==> src/rtl/pipe_pkg.sv <==
// Shared types and defaults for the ID/EX pipeline slice: the decoder control
// bundle, the bubble constant and the default operand/specifier widths.
package pipe_pkg;

    typedef struct packed {
        logic regwrite;
        logic regdst;
        logic aluop;
        logic memread;
        logic memwrite;
        logic memtoreg;
        logic branch;
    } ctrl_t;

    localparam ctrl_t       CTRL_BUBBLE = '0;
    localparam int unsigned DATA_W_DEF  = 32;
    localparam int unsigned REG_AW_DEF  = 5;

endpackage

==> src/rtl/load_use_detect.sv <==
// Combinational load-use hazard check: a valid load in EX whose destination
// (rt, non-zero) is a source of the valid instruction currently in ID.
module load_use_detect
    import pipe_pkg::*;
#(
    parameter int unsigned REG_AW = REG_AW_DEF
) (
    input  logic              i_ex_valid,
    input  logic              i_ex_memread,
    input  logic [REG_AW-1:0] i_ex_rt,
    input  logic              i_id_valid,
    input  logic              i_id_uses_rt,
    input  logic [REG_AW-1:0] i_id_rs,
    input  logic [REG_AW-1:0] i_id_rt,
    output logic              o_haz
);

    logic w_rs_match;
    logic w_rt_match;
    logic w_ex_load;

    always_comb begin
        w_ex_load  = i_ex_valid & i_ex_memread & (i_ex_rt != '0);
        w_rs_match = (i_ex_rt == i_id_rs);
        w_rt_match = i_id_uses_rt & (i_ex_rt == i_id_rt);
        o_haz      = w_ex_load & i_id_valid & (w_rs_match | w_rt_match);
    end

endmodule

==> src/rtl/id_ex_stage.sv <==
// ID/EX pipeline register with load-use stall and flush-to-bubble.
// Optional saturating stall counter on port stall_count when STALL_CNT_EN is defined.
module id_ex_stage
    import pipe_pkg::*;
#(
    parameter int unsigned DATA_W      = DATA_W_DEF,
    parameter int unsigned REG_AW      = REG_AW_DEF,
    parameter int unsigned STALL_CNT_W = 16
) (
    input  logic              clk,
    input  logic              rst,
    input  logic              id_valid,
    input  logic              id_regwrite,
    input  logic              id_regdst,
    input  logic              id_aluop,
    input  logic              id_memread,
    input  logic              id_memwrite,
    input  logic              id_memtoreg,
    input  logic              id_branch,
    input  logic              id_uses_rt,
    input  logic [REG_AW-1:0] id_rs,
    input  logic [REG_AW-1:0] id_rt,
    input  logic [REG_AW-1:0] id_rd,
    input  logic [DATA_W-1:0] id_rdata1,
    input  logic [DATA_W-1:0] id_rdata2,
    input  logic [DATA_W-1:0] id_imm,
    input  logic [DATA_W-1:0] id_pc4,
    input  logic              flush,
    output logic              stall,
    output logic              ex_valid,
    output logic              ex_regwrite,
    output logic              ex_regdst,
    output logic              ex_aluop,
    output logic              ex_memread,
    output logic              ex_memwrite,
    output logic              ex_memtoreg,
    output logic              ex_branch,
    output logic [REG_AW-1:0] ex_rs,
    output logic [REG_AW-1:0] ex_rt,
    output logic [REG_AW-1:0] ex_rd,
    output logic [DATA_W-1:0] ex_rdata1,
    output logic [DATA_W-1:0] ex_rdata2,
    output logic [DATA_W-1:0] ex_imm,
    output logic [DATA_W-1:0] ex_pc4
`ifdef STALL_CNT_EN
    ,
    output logic [STALL_CNT_W-1:0] stall_count
`endif
);

    logic              r_valid;
    ctrl_t             r_ctrl;
    logic [REG_AW-1:0] r_rs;
    logic [REG_AW-1:0] r_rt;
    logic [REG_AW-1:0] r_rd;
    logic [DATA_W-1:0] r_rdata1;
    logic [DATA_W-1:0] r_rdata2;
    logic [DATA_W-1:0] r_imm;
    logic [DATA_W-1:0] r_pc4;

    ctrl_t             w_id_ctrl;
    logic              w_haz;
    logic              w_bubble;

    load_use_detect #(
        .REG_AW (REG_AW)
    ) u_load_use_detect (
        .i_ex_valid   (r_valid),
        .i_ex_memread (r_ctrl.memread),
        .i_ex_rt      (r_rt),
        .i_id_valid   (id_valid),
        .i_id_uses_rt (id_uses_rt),
        .i_id_rs      (id_rs),
        .i_id_rt      (id_rt),
        .o_haz        (w_haz)
    );

    // Controls of an invalid decode slot are squashed so garbage never reaches EX.
    always_comb begin
        w_id_ctrl = CTRL_BUBBLE;
        if (id_valid) begin
            w_id_ctrl = '{regwrite: id_regwrite, regdst: id_regdst, aluop: id_aluop,
                          memread: id_memread, memwrite: id_memwrite,
                          memtoreg: id_memtoreg, branch: id_branch};
        end
        w_bubble = flush | w_haz;
        stall    = w_haz & ~flush;
    end

    always_ff @(posedge clk) begin
        if (rst) begin
            r_valid  <= 1'b0;
            r_ctrl   <= CTRL_BUBBLE;
            r_rs     <= '0;
            r_rt     <= '0;
            r_rd     <= '0;
            r_rdata1 <= '0;
            r_rdata2 <= '0;
            r_imm    <= '0;
            r_pc4    <= '0;
        end else begin
            r_rs     <= id_rs;
            r_rt     <= id_rt;
            r_rd     <= id_rd;
            r_rdata1 <= id_rdata1;
            r_rdata2 <= id_rdata2;
            r_imm    <= id_imm;
            r_pc4    <= id_pc4;
            if (w_bubble) begin
                r_valid <= 1'b0;
                r_ctrl  <= CTRL_BUBBLE;
            end else begin
                r_valid <= id_valid;
                r_ctrl  <= w_id_ctrl;
            end
        end
    end

`ifdef STALL_CNT_EN
    logic [STALL_CNT_W-1:0] r_stall_cnt;

    always_ff @(posedge clk) begin
        if (rst) begin
            r_stall_cnt <= '0;
        end else if (stall && (r_stall_cnt != '1)) begin
            r_stall_cnt <= r_stall_cnt + 1'b1;
        end
    end

    assign stall_count = r_stall_cnt;
`else
    logic [STALL_CNT_W-1:0] w_unused_cnt;
    assign w_unused_cnt = '0;
`endif

    always_comb begin
        ex_valid    = r_valid;
        ex_regwrite = r_ctrl.regwrite;
        ex_regdst   = r_ctrl.regdst;
        ex_aluop    = r_ctrl.aluop;
        ex_memread  = r_ctrl.memread;
        ex_memwrite = r_ctrl.memwrite;
        ex_memtoreg = r_ctrl.memtoreg;
        ex_branch   = r_ctrl.branch;
        ex_rs       = r_rs;
        ex_rt       = r_rt;
        ex_rd       = r_rd;
        ex_rdata1   = r_rdata1;
        ex_rdata2   = r_rdata2;
        ex_imm      = r_imm;
        ex_pc4      = r_pc4;
    end

endmodule

==> config.mk <==
export PLATFORM = sky130hd
export DESIGN_NAME = id_ex_stage
export DESIGN_NICKNAME = d
export VERILOG_FILES = /design/src/rtl/pipe_pkg.sv /design/src/rtl/load_use_detect.sv /design/src/rtl/id_ex_stage.sv
export SDC_FILE = /design/constraint.sdc
export NUM_CORES = 1
export LEC_CHECK = 0
export ABC_AREA = 0
export BUFFER_PORTS_ARGS = -buffer_cell sky130_fd_sc_hd__buf_2
export CAP_MARGIN = 20
export CORE_AREA = 2 2 120 122
export DETAILED_ROUTE_END_ITERATION = 10
export DIE_AREA = 0 0 122 124
export HOLD_SLACK_MARGIN = 0.02
export PLACE_DENSITY_LB_ADDON = 0.1
export SYNTH_ARGS = -nofsm -noshare
export SYNTH_HDL_FRONTEND = slang
export SYNTH_HIERARCHICAL = 1
export SYNTH_SLANG_ARGS = --single-unit
==> constraint.sdc <==
create_clock -name clk -period 2.4 [get_ports clk]
set_clock_uncertainty 0.05 [all_clocks]
set_input_delay 0.48 -clock clk [delete_from_list [all_inputs] [get_ports clk]]
set_output_delay 0.48 -clock clk [all_outputs]
set_load 0.1 [all_outputs]
==> results.py <==
metrics = {
    "sta": {
        "clock.fmax_mhz": 396,
        "final_hold_viol_count": 0,
        "slew_headroom_pct": 52.8,
        "drv_slew": 0,
        "worstMarginPinSlew_ns": 0.707,
        "holdWs_ns": 0.210,
        "fin_setup_tns_ns": -0.123,
        "period_needed_ns": 2.52,
        "rsz0062_at_grt": "true",
        "period_share_pct": 105,
        "worst_slack_ns": -0.123,
        "setup_violations": 1,
    },
    "grt": {
        "grtUsageTotal_pct": 14.5,
        "grt_max_degree": 70,
        "grt_pass1_wl_mm": 16.2,
        "grt_antenna_before_repair": 1,
        "grt-ovfl-total": 0,
        "grt_pass1_vias": 3235,
    },
    "layout": {
        "nets": 805,
        "synthToLayoutAreaGrowth_pct": 58.9,
        "register_area_sq_um": 3040,
        "n_fill_cell": 1298,
        "multi_input_area_sq_um": 1150,
        "stdcell_count": 843,
        "drive_gt1_share_pct": 53.5,
        "final_util_pct": 48.8,
    },
    "synthesis": {
        "synth_cells": 336,
        "synthDistinctLibCells": 16,
        "ys_warn_count": 6,
        "synth_seq_cells": 151,
        "syn_area_per_cell_sq_um": 12.5,
        "synth.area.top_cells": "dfxtp_1 (72%), nor2b_1 (19%), and2b_1 (2.5%)",
        "syn-num-nets": 491,
        "synth.largest_area_cell": "dfxtp_1",
        "syn-cell-area_sq_um": 4220,
        "yosysTopAreaCellShare_pct": 71.7,
        "ys_seq_area_share_pct": 71.7,
    },
    "setup_path": {
        "endpoint_kind": "output pin",
        "cpPeakStageDelay_ns": 0.53,
        "path_cells": "or4_1, o2111ai_1, a21oi_4, nor2b_4, buf_12",
        "critical-path-slowest-cell": "or4_1",
        "critPathLaunchType": "flop",
        "critPathLaunch": "ex_rt[3]$_SDFF_PP0_",
        "reg2reg_from": "ex_rt[3]$_SDFF_PP0_",
        "cp_max_fo": 4,
        "crit_arrival_ns": 1.99,
        "critical-path-top-delay-family": "simple AND/OR/NAND/NOR gates",
        "required_ns": 1.87,
        "crit_type": "flop to output pin",
        "cp_num_buf_inv": 1,
    },
    "clocking": {
        "cts_buffer_depth": 2,
        "insertion_delay_ns": 0.41,
        "cts_sinks": 151,
        "hold_buffers": 0,
        "cts-root-buf": "clkbuf_16",
        "path_clk_slew_ns": 0.06,
        "cts_buffers": 17,
        "cts_tree": "done",
        "htree_num_levels": 4,
    },
    "route": {
        "avgViaCountPerCell": 3.91,
        "drt-initial-drc-count": 79,
        "wl_per_cell_um": 13.4,
        "drc_errors": 0,
        "ant_nets": 0,
        "drtPass1Iterations": 3,
        "vias": 3295,
        "wirelength_mm": 11.3,
    },
    "placed_design": {
        "portBuffers": 306,
        "globalplace.congestion": 0.715,
        "place_inst": 809,
        "hpwl_mm": 8.69,
    },
    "power": {
        "leakage_nw": 3.40,
        "p_total_mw": 6.99,
        "ir_drop_v": 0.000479,
        "p_per_area_nw_per_um2": 1040,
    },
    "die": {
        "ios": 307,
        "coreArea_sq_um": 13700,
        "row_count": 43,
        "die_h_um": 124,
        "die_w_um": 122,
        "dieArea_sq_um": 15100,
        "start_util_pct": 30.7,
    },
    "status": {
        "outcome": "complete, but fails checks",
        "violations": "setup timing",
    },
    "worst_hold_path": {
        "min-delay-start": "id_memtoreg",
        "worstHoldPathType": "primary input to flop",
    },
    "flow_run": {
        "drv_cap": 0,
    },
}
final timing paths:
kind | end | slack, ns | cells past startpoint
worst max register to register | ex_memread$_SDFF_PP0_ | 0.39 | 5
worst min-delay path | ex_memtoreg$_SDFF_PP0_ | 0.21 | 2
worst min register to register | ex_valid$_SDFF_PP0_ | 0.75 | 3
worst max-delay path | stall | -0.12 | 5
cell usage in the layout, fill, tap and decap left out, drive strengths merged, types with 2 or more instances in the layout:
cell type    n
clkbuf      27
nand3        2
dfxtp      151
buf        311
and2b       14
bufinv       3
and2         7
xor2         7
xnor2        3
nor2b      130
state kept, by name, indices dropped and copies added (netlist names), 5 cells and up:
signal,flops
ex_imm,32
ex_pc4,32
ex_rdata1,32
ex_rdata2,32
ex_rd,5
ex_rs,5
ex_rt,5
metrics by stage:
stage | setup WS (ns) | area [sq um]
finish | -0.123 | 6700
global route | -0.195 | 6700
CTS | -0.0987 | 6670
detailed placement | -0.0190 | 5970
global placement | -0.0402 | 5970
floorplan | 0.0150 | 4240
area by class of cell:
class                      count  area share [%]
tap                          180            3.36
clock buffer                  27            8.74
sequential                   151            45.4
multi-input combinational    169            17.1
clock inverter                 4            1.46
timing repair buffer         311            23.9
antenna                        1          0.0373
where the power goes:
part           switching, mW  internal [mW]
combinational           1.12          0.255
sequential            0.0327           2.64
clock                  0.966           1.98
total                   2.12           4.87
cell families (layout without fill, tap and decap cells):
group                     count (synthesis)  after routing  share of synthesized area, %
xor gates and xnor gates                 10             10                          2.08
AOI/OAI and AO/OA                         2              2                         0.326
DFF                                     151            151                          71.7
and+or+nand+nor                         157            157                          24.1
buffers and inverters                    16            342                          1.84
other                                     0              1                             0
what timing repair did:
item | 4_1_cts | 5_1_grt
resized for setup | 1 | 3
cloned | 0 | 0
setup buffers | 1 | 1
pin swaps | 5 | 6
setup endpoints to repair | 1 | 1
layer usage:
layer  track usage, %  part of all wire [%]  up-vias
met5                0                     0        -
met4             6.90                   1.7        0
met3             8.70                    13       15
met2             24.9                    50      189
met1             13.7                    35     1437
li1                 -                     -     1654
cells in the mapped netlist, drive strengths merged:
library cell	number
clkbuf	7
o2111ai	1
and2b	14
buf	9
xnor2	3
a21oi	1
nor4	1
and2	7
nor4b	1
nor2b	130
xor2	7
or4	1
nor3	1
dfxtp	151
nand3	2
Power figures use the tool's default switching activity.
